**config.mk**
```make
export PLATFORM = sky130hd
export DESIGN_NAME = mem_access_unit
export DESIGN_NICKNAME = d
export VERILOG_FILES = /design/src/rtl/mem_access_unit.sv
export SDC_FILE = /design/constraint.sdc
export NUM_CORES = 1
export LEC_CHECK = 0
export BUFFER_PORTS_ARGS = -buffer_cell sky130_fd_sc_hd__buf_2
export CORE_MARGIN = 3
export CORE_UTILIZATION = 49
export CTS_BUF_LIST = sky130_fd_sc_hd__clkbuf_16
export DETAILED_ROUTE_END_ITERATION = 8
export HOLD_SLACK_MARGIN = 0.1
export PLACE_DENSITY_LB_ADDON = 0.2
export SLEW_MARGIN = 20
export SYNTH_ARGS = -nofsm -noshare
export SYNTH_HDL_FRONTEND = slang
export SYNTH_SLANG_ARGS = --single-unit
```
**constraint.sdc**
```tcl
create_clock -name clk -period 3.1 [get_ports clk]
set_input_delay 0.62 -clock clk [delete_from_list [all_inputs] [get_ports clk]]
set_output_delay 0.62 -clock clk [all_outputs]
set_load 0.01 [all_outputs]
```
**src/rtl/mem_access_unit.sv**
```systemverilog
// Memory-stage access unit: forwards non-memory results in one cycle and runs
// a single outstanding data-memory load/store with a 16-cycle ack timeout.
module mem_access_unit (
    input  logic        clk,
    input  logic        rst,
    input  logic [15:0] memory_ctrl_in,
    input  logic [15:0] write_back_ctrl_in,
    input  logic [15:0] alu_result_top_half_in,
    input  logic [15:0] alu_result_bottom_half_in,
    input  logic [15:0] inst_in,
    input  logic [15:0] dmem_rdata,
    input  logic        dmem_ack,
    output logic        dmem_req,
    output logic        dmem_we,
    output logic [15:0] dmem_addr,
    output logic [15:0] dmem_wdata,
    output logic        stall,
    output logic        wb_valid_out,
    output logic [15:0] wb_data_out,
    output logic [15:0] wb_ctrl_out,
    output logic [15:0] inst_out,
    output logic        mem_err
);

    typedef enum logic [0:0] {
        ST_IDLE   = 1'b0,
        ST_ACCESS = 1'b1
    } state_t;

    state_t      state_r;
    logic [3:0]  wait_cnt_r;
    logic [15:0] wb_ctrl_cap_r;
    logic [15:0] inst_cap_r;
    logic        mem_op_s;
    logic        unused_ctrl_s;

    function automatic logic is_mem_op(input logic [1:0] op);
        return op[0] | op[1];
    endfunction

    assign mem_op_s      = is_mem_op(memory_ctrl_in[1:0]);
    assign unused_ctrl_s = ^memory_ctrl_in[15:2];

    // Upstream must hold while a memory op is being accepted or is in flight.
    assign stall = ((state_r == ST_IDLE) && mem_op_s) || (state_r == ST_ACCESS);

    // Access FSM with registered memory-port and write-back outputs.
    always_ff @(posedge clk or negedge rst) begin
        if (!rst) begin
            state_r       <= ST_IDLE;
            wait_cnt_r    <= 4'd0;
            wb_ctrl_cap_r <= 16'h0000;
            inst_cap_r    <= 16'h0000;
            dmem_req      <= 1'b0;
            dmem_we       <= 1'b0;
            dmem_addr     <= 16'h0000;
            dmem_wdata    <= 16'h0000;
            wb_valid_out  <= 1'b0;
            wb_data_out   <= 16'h0000;
            wb_ctrl_out   <= 16'h0000;
            inst_out      <= 16'h0000;
            mem_err       <= 1'b0;
        end else begin
            wb_valid_out <= 1'b0;
            case (state_r)
                ST_IDLE: begin
                    if (mem_op_s) begin
                        // A set write bit wins over a set read bit.
                        state_r       <= ST_ACCESS;
                        wait_cnt_r    <= 4'd0;
                        dmem_req      <= 1'b1;
                        dmem_we       <= memory_ctrl_in[1];
                        dmem_addr     <= alu_result_bottom_half_in;
                        dmem_wdata    <= alu_result_top_half_in;
                        wb_ctrl_cap_r <= write_back_ctrl_in;
                        inst_cap_r    <= inst_in;
                    end else begin
                        wb_valid_out <= 1'b1;
                        wb_data_out  <= alu_result_bottom_half_in;
                        wb_ctrl_out  <= write_back_ctrl_in;
                        inst_out     <= inst_in;
                    end
                end
                ST_ACCESS: begin
                    if (dmem_ack) begin
                        state_r      <= ST_IDLE;
                        dmem_req     <= 1'b0;
                        wb_valid_out <= 1'b1;
                        wb_data_out  <= dmem_we ? dmem_addr : dmem_rdata;
                        wb_ctrl_out  <= wb_ctrl_cap_r;
                        inst_out     <= inst_cap_r;
                    end else if (wait_cnt_r == 4'd15) begin
                        // Sixteenth cycle without ack: give up and poison the result.
                        state_r      <= ST_IDLE;
                        dmem_req     <= 1'b0;
                        mem_err      <= 1'b1;
                        wb_valid_out <= 1'b1;
                        wb_data_out  <= 16'hFFFF;
                        wb_ctrl_out  <= wb_ctrl_cap_r;
                        inst_out     <= inst_cap_r;
                    end else begin
                        wait_cnt_r <= wait_cnt_r + 4'd1;
                    end
                end
                default: begin
                    state_r  <= ST_IDLE;
                    dmem_req <= 1'b0;
                end
            endcase
        end
    end

endmodule
```
* Word level (Yosys, flattened, before mapping)
Cells that the tools add are included.
** Operators by class
- Bitwise gates (word level) :: 3
- $add $sub $neg :: 1
- Reduce and logical (&&, ||, !) cells :: 7
- Multiplexer cells :: 29
- Equal/unequal tests :: 6
** Operators by type and width (number)
- 16-bit 2-to-1 mux :: 10
- 16-bit one-hot mux with 2 select lines :: 3
- 4-bit 2-to-1 mux :: 3
- 1-bit 2-to-1 mux :: 9
- 2-bit != test (second input constant) :: 4
- 4-bit one-hot mux with 2 select lines :: 1
- 1-bit one-hot mux with 2 select lines :: 3
- 2-bit AND reduction :: 3
- 3-bit AND reduction :: 2
- 4-bit by 1-bit adder with 4-bit output (second input constant) :: 1
- 4-bit equality test (second input constant) :: 1
- 3-bit by 2-bit != test with 1-bit output (second input constant) :: 1
- 1-bit inverter :: 2
- 1-bit logical AND :: 1
- 1-bit logical OR :: 1
- 1-bit bitwise OR :: 1
** Storage, ports and cells
- Output and inout bits :: 85
- Flip-flop bits (word level) :: 121

* Depth between registers and ports, before layout
Gate-level depths: netlist (run 1).
- Depth after elaboration :: 4
- Depth in mapped cells :: 6

* Worst setup path after synthesis (run 1)
OpenSTA, ideal clock, no wires.
- Kind :: flip-flop to output port
- Start :: reg state_r
- End :: out stall
- Buffers on the path :: 2
- Data required time :: 2.480 ns
- Setup slack :: 1.367 ns
- Arrival :: 1.113 ns
- Stages on the path, launching flop included :: 4
- Cells stage by stage :: dfrtp_1 > buf_2 > clkbuf_1 > or3_1
** On the way
- Longest elaborated chain between the ends :: 3
** Ends and longest elaborated chain
- start: declaration :: line 30 : state_t state_r;
- start signal: assignment :: line 50 : state_r <= ST_IDLE;
- start signal: assignment :: line 69 : state_r <= ST_ACCESS;
- start signal: assignment :: line 86 : state_r <= ST_IDLE;
- 1-bit inverter (no source line)
- 1-bit logical AND :: line 45 : assign stall = ((state_r == ST_IDLE) && mem_op_s) || (state_r == ST_ACCESS);
- 1-bit logical OR (*) :: line 45
- end: declaration :: line 17 : output logic stall,
Every way passes the cells marked *; elsewhere a longest branch is shown, timed or not.

* Worst setup path in the final report (run 1)
Same ends and word-level chain as after synthesis.

==> metrics.txt, run 1 <==
GR Util All Layers 19.04%; synthesized netlist net count 462; Routed WL per cell 16.45 um; Iteration-0 DRC Markers 151; share of post-route cells with drive strength above 1 64.42%; Int Pwr 4.695 mW; final hold viol count 0; Synth top cells by count mux2_2, dfrtp_1, mux2i_1, nor2_1, a21oi_1; gr ovfl total 0; DPL Wire Length 7655 um; CP max FO 14; cell taking the most area after synthesis dfrtp_1; FF-to-FF path depth 5; Top Family by Delay on Critical Path flip-flops; crit path cell chain or3_1 > buf_2; Critical Path Sink Type output pin; row cnt 37; routed wire length 11250 um; largest net degree at the start of global routing 69; Synth top area share 57.17%; worst hold path class primary input to asynchronous set/reset pin; post-route setup TNS 0 ns; # hold bufs at CTS 0; vias in the first global route 3631; Die H 110.0 um; Finished Core Util 65.90%; CTS tree done; Netlist Area Pre-Place 0.005296 mm2; CP max stage delay 0.52 ns; clk_lat worst skew 0.40 ns; I/O Pins 184; synth warn 0; Post-synth EDFFs 0; initial antenna violation count 0; drt first pass iters 4; remaining antenna violation count 0; Synth Flop Type dfrtp_1; CP required 2.48 ns; DR vias/cell 5.102; clock tree sinks 121; IO buf count 169; first-pass GRT wire length 17580 um; maximum buffer depth of the clock tree 2; GPL Wtd Cong 0.7405; CTS Buf Count 17; Max Cap Viol 0; Sw Share 30.63%; clock network power share 29.2%; Rel. slew slack 48.56%; Post-CTS Repair Setup Buffers 0; RSZ-0062 raised after global routing no; status complete, no violations; Reg-to-Reg Start wait_cnt_r[0]$_DFFE_PN0P_; worst setup margin 0.9836 ns; n_diodes 0; synthesized flop and latch total 121; worst path bufs/invs 1; cell at the slowest stage of the critical path dfrtp_2; Final Skew 0.007146 ns; Synth cell types 30; PostCTS Resize Cnt 0; combinational share of power 32.3%; FMAX 472.5 MHz; clk root buf clkbuf_16; die area 0.01209 mm2; async set-reset flop share out of synthesis 100.0%; initial core utilization 50.85%; filler cell count 804; Final Critical Period 2.116 ns; crit start category flop; Final Cycle Share 68.27%; kind of critical path flop to output pin; Worst Path Arrival 1.50 ns; post-place setup slack 1.035 ns; Final setup viols 0; H-tree levels 4; Total Nets Final 635; power density over the cells 985.9 mW/mm2; LEAKAGE 3.195 nW; Area contributors post-synth dfrtp_1, mux2_2, mux2i_1; area grow syn2layout 29.60%; DRC Markers 0; Worst VDD drop 462.3 uV; Vias 3490; Syn Area/Cell 14.63 um2; fin. max-slew vios 0; clock-pin slew on the worst setup and hold paths 0.06 ns; Psw 2.073 mW; Sequential Power Share 38.5%; count leader, synth mux2_2; internal reg-to-reg setup slack 1.22 ns; r2r endpoint inst_out[3]$_DFFE_PN0P_; post-synthesis cell count 362; die width 110.0 um; core area 0.01042 mm2; Tightest Pin Transition 0.7716 ns; Seq/Total Area, Yosys 57.17%
-- worst max-delay path by stage --
stage / from / end / slack, ns / cells past startpoint
6_report: state_r$_DFF_PN0_ / stall / 0.98 / 2
4_1_cts: state_r$_DFF_PN0_ / stall / 0.97 / 2
3_3_place_gp: dmem_ack / inst_out[11]$_DFFE_PN0P_ / 1.06 / 5
3_5_place_dp: dmem_ack / inst_out[12]$_DFFE_PN0P_ / 1.04 / 5
5_1_grt: state_r$_DFF_PN0_ / stall / 0.93 / 2
2_1_floorplan: state_r$_DFF_PN0_ / stall / 1.37 / 3
-- through the flow --
stage / power (mW) / cells / instance area, um2 / hold slack, ns
2_1_floorplan: 3.998 / 362 / 5296 / 0.3244
3_3_place_gp: 4.745 / 652 / 6262 / 0.4393
3_5_place_dp: 4.853 / 652 / 6262 / 0.4551
4_1_cts: 6.858 / 684 / 6864 / 0.3062
5_1_grt: 7.180 / 684 / 6864 / 0.3329
6_report: 6.768 / 684 / 6864 / 0.2895
-- final cells by class --
| class | count | area, um2 | share of cell area (%) |
|---|---|---|---|
| clock buffer | 17 | 425.4 | 6.198 |
| clock inverter | 15 | 176.4 | 2.570 |
| tap | 136 | 170.2 | 2.479 |
| sequential | 121 | 3029 | 44.13 |
| multi-input combinational | 217 | 2130 | 31.02 |
| inverter | 2 | 7.507 | 0.1094 |
| timing repair buffer | 176 | 925.9 | 13.49 |
-- power groups by stage --
stage          clock (mW)  combinational, mW  sequential (mW)
2_1_floorplan           0               1.22             2.78
4_1_cts              2.02               2.23             2.61
3_3_place_gp            0               2.17             2.58
5_1_grt              2.10               2.39             2.69
6_report             1.98               2.19             2.60
3_5_place_dp            0               2.22             2.63
-- state kept, by name, indices dropped and copies added, names as in the netlist --
name,cells
dmem_wdata,16
mem_err,1
wb_valid_out,1
wait_cnt_r,4
inst_out,16
wb_ctrl_out,16
dmem_req,1
wb_data_out,16
dmem_we,1
wb_ctrl_cap_r,16
dmem_addr,16
inst_cap_r,16
state_r,1
-- routing by layer --
metal,wire length [um],share of wire (%),vias to the layer above,GRT usage [%]
met3,883,7.8,6,7.399
li1,-,-,1642,-
met4,71,0.63,0,6.055
met1,4793,43,1722,23.25
met5,0,0,-,0
met2,5503,49,120,31.07
-- layout by cell type, fill, tap and decap left out, drive strengths merged, types with 2 or more instances in the layout --
cell type and count:
a21oi 16, and3 2, buf 176, bufinv 3
clkbuf 17, clkinv 6, clkinvlp 4, dfrtp 121
inv 4, mux2 146, mux2i 17, nand2b 2
nand3 2, nor2 17
-- cells by family (layout without fill, tap and decap cells) --
| logic type | Yosys count | count (layout) | synth area share (%) |
|---|---|---|---|
| fa+ha+maj | 1 | 1 | 0.2362 |
| compound gates | 25 | 25 | 3.142 |
| simple gates | 28 | 28 | 2.433 |
| flops | 121 | 121 | 57.17 |
| buf+inv | 24 | 210 | 2.764 |
| mux | 163 | 163 | 34.25 |
No activity file was read; power rests on OpenSTA's default activity.
==> run 2: changes to the inputs <==
clock period = 2.1 ns   (was 3.1 ns; I/O delays follow)
==> metrics.txt, run 2 (synthesis gave the netlist of run 1 again) <==
Worst VDD drop 747.4 uV; most frequent cells in the layout buf_2, mux2_2, dfrtp_1; kind of critical path flop to output pin; n_diodes 0; initial antenna violation count 0; CP max stage delay 0.42 ns; GR Util All Layers 18.80%; clock-pin slew on the worst setup and hold paths 0.05 ns; vias in the first global route 3597; RSZ-0062 raised after global routing no; CP required 1.68 ns; drt first pass iters 4; Routed WL per cell 16.02 um; H-tree levels 4; final non-filler cell total 688; crit start category flop; CP max FO 31; FMAX 501.8 MHz; die width 110.0 um; Int Pwr 6.685 mW; Worst Path Arrival 1.57 ns; Sw Share 30.77%; Post-CTS Repair Setup Buffers 0; Final Critical Period 1.993 ns; remaining antenna violation count 0; Tightest Pin Transition 0.5084 ns; CTS Buf Count 17; worst setup margin 0.1072 ns; area grow syn2layout 29.55%; Final Cycle Share 94.89%; design area 0.006862 mm2; power density over the cells 1407 mW/mm2; row cnt 37; combinational share of power 34.2%; routed wire length 11020 um; post-route setup TNS 0 ns; Iteration-0 DRC Markers 146; placed insts 655; Sequential Power Share 39.2%; Final Skew 0.007101 ns; Finished Core Util 65.87%; post-place setup slack 0.2782 ns; Critical Path Sink Type output pin; DPL Wire Length 7469 um; clock network power share 26.6%; IO buf count 169; DP Area 0.006310 mm2; gr ovfl total 0; largest net degree at the start of global routing 69; fin. max-slew vios 0; Total Nets Final 639; I/O Pins 184; Final setup viols 0; filler cell count 806; clk_lat worst skew 0.40 ns; core area 0.01042 mm2; maximum buffer depth of the clock tree 2; clk root buf clkbuf_16; GPL Wtd Cong 0.7294; initial core utilization 50.85%; die area 0.01209 mm2; Rel. slew slack 66.11%; crit path cell chain buf_6 > or3_1 > buf_2; DRC Markers 0; Vias 3511; Psw 2.971 mW; commonest non-fill, non-tap cell in the layout buf_2; CTS tree done; Max Cap Viol 0; final hold viol count 0; cell at the slowest stage of the critical path dfrtp_2; first-pass GRT wire length 17230 um; Die H 110.0 um; worst hold path class primary input to flop; DR vias/cell 5.103; status complete, no violations; clock tree sinks 121; share of post-route cells with drive strength above 1 64.31%; LEAKAGE 3.200 nW
==> run 2: cell count changes in the layout (fill, tap and decap cells not counted), sizes merged <==
cell	before	now
inv	4	3
bufinv	3	1
clkinvlp	4	5
buf	176	179
dlygate4sd3	0	1
clkinv	6	8
==> run 2: critical path: cells and delay by family (launching register included) <==
family	cells	cell delay [ns]
flops	1	0.42
simple gates	1	0.38
buf+inv	2	0.35
==> run 2: timing repair <==
item,4_1_cts,5_1_grt
endpoints found under the hold margin,33,0
hold buffers,1,0
resized for setup,0,1
setup endpoints to repair,0,1
==> run 2: area by class of cell <==
cell class              instances  area, um2  share of cell area [%]
well taps                     136      170.2                   2.480
flip-flops and latches        121       3029                   44.15
repair buffers                180      987.2                   14.39
clock inverters                15      112.6                   1.641
inverters                       2      7.507                  0.1094
multi-input cells             217       2130                   31.04
clock buffers                  17      425.4                   6.200
==> run 2: power by group through the flow <==
stage / Sequential [mW] / Combinational, mW / Clock, mW
3_5_place_dp: 3.82 / 3.35 / 0
3_3_place_gp: 3.76 / 3.27 / 0
4_1_cts: 3.79 / 3.36 / 2.64
5_1_grt: 3.91 / 3.60 / 2.76
2_1_floorplan: 4.10 / 1.80 / 0
6_report: 3.78 / 3.30 / 2.57
==> run 2: path summary, 6_finish.rpt <==
check,start,end,slack [ns],depth (start not counted)
worst max-delay path,state_r$_DFF_PN0_,stall,0.11,3
worst min-delay path,alu_result_top_half_in[9],dmem_wdata[9]$_DFFE_PN0P_,0.24,2
worst max register to register,wait_cnt_r[0]$_DFFE_PN0P_,inst_out[13]$_DFFE_PN0P_,0.31,5
worst min register to register,mem_err$_DFFE_PN0P_,mem_err$_DFFE_PN0P_,0.45,1
max in group asynchronous,rst,wb_data_out[9]$_DFFE_PN0P_,0.91,3
min in group asynchronous,rst,dmem_addr[1]$_DFFE_PN0P_,0.54,2
==> run 2: metal layers <==
metal / GRT usage (%) / vias to the layer above / share of wire [%]
li1: - / 1652 / -
met1: 23.21 / 1721 / 43
met2: 30.11 / 128 / 48
met3: 7.223 / 10 / 8.1
met4: 6.679 / 0 / 0.98
met5: 0 / - / 0
==> run 2: metrics by stage <==
stage | power [mW] | hold slack, ns
floorplan | 5.901 | 0.1244
global placement | 7.023 | 0.4215
detailed placement | 7.168 | 0.4297
CTS | 9.791 | 0.2260
global route | 10.27 | 0.2281
finish | 9.656 | 0.2445
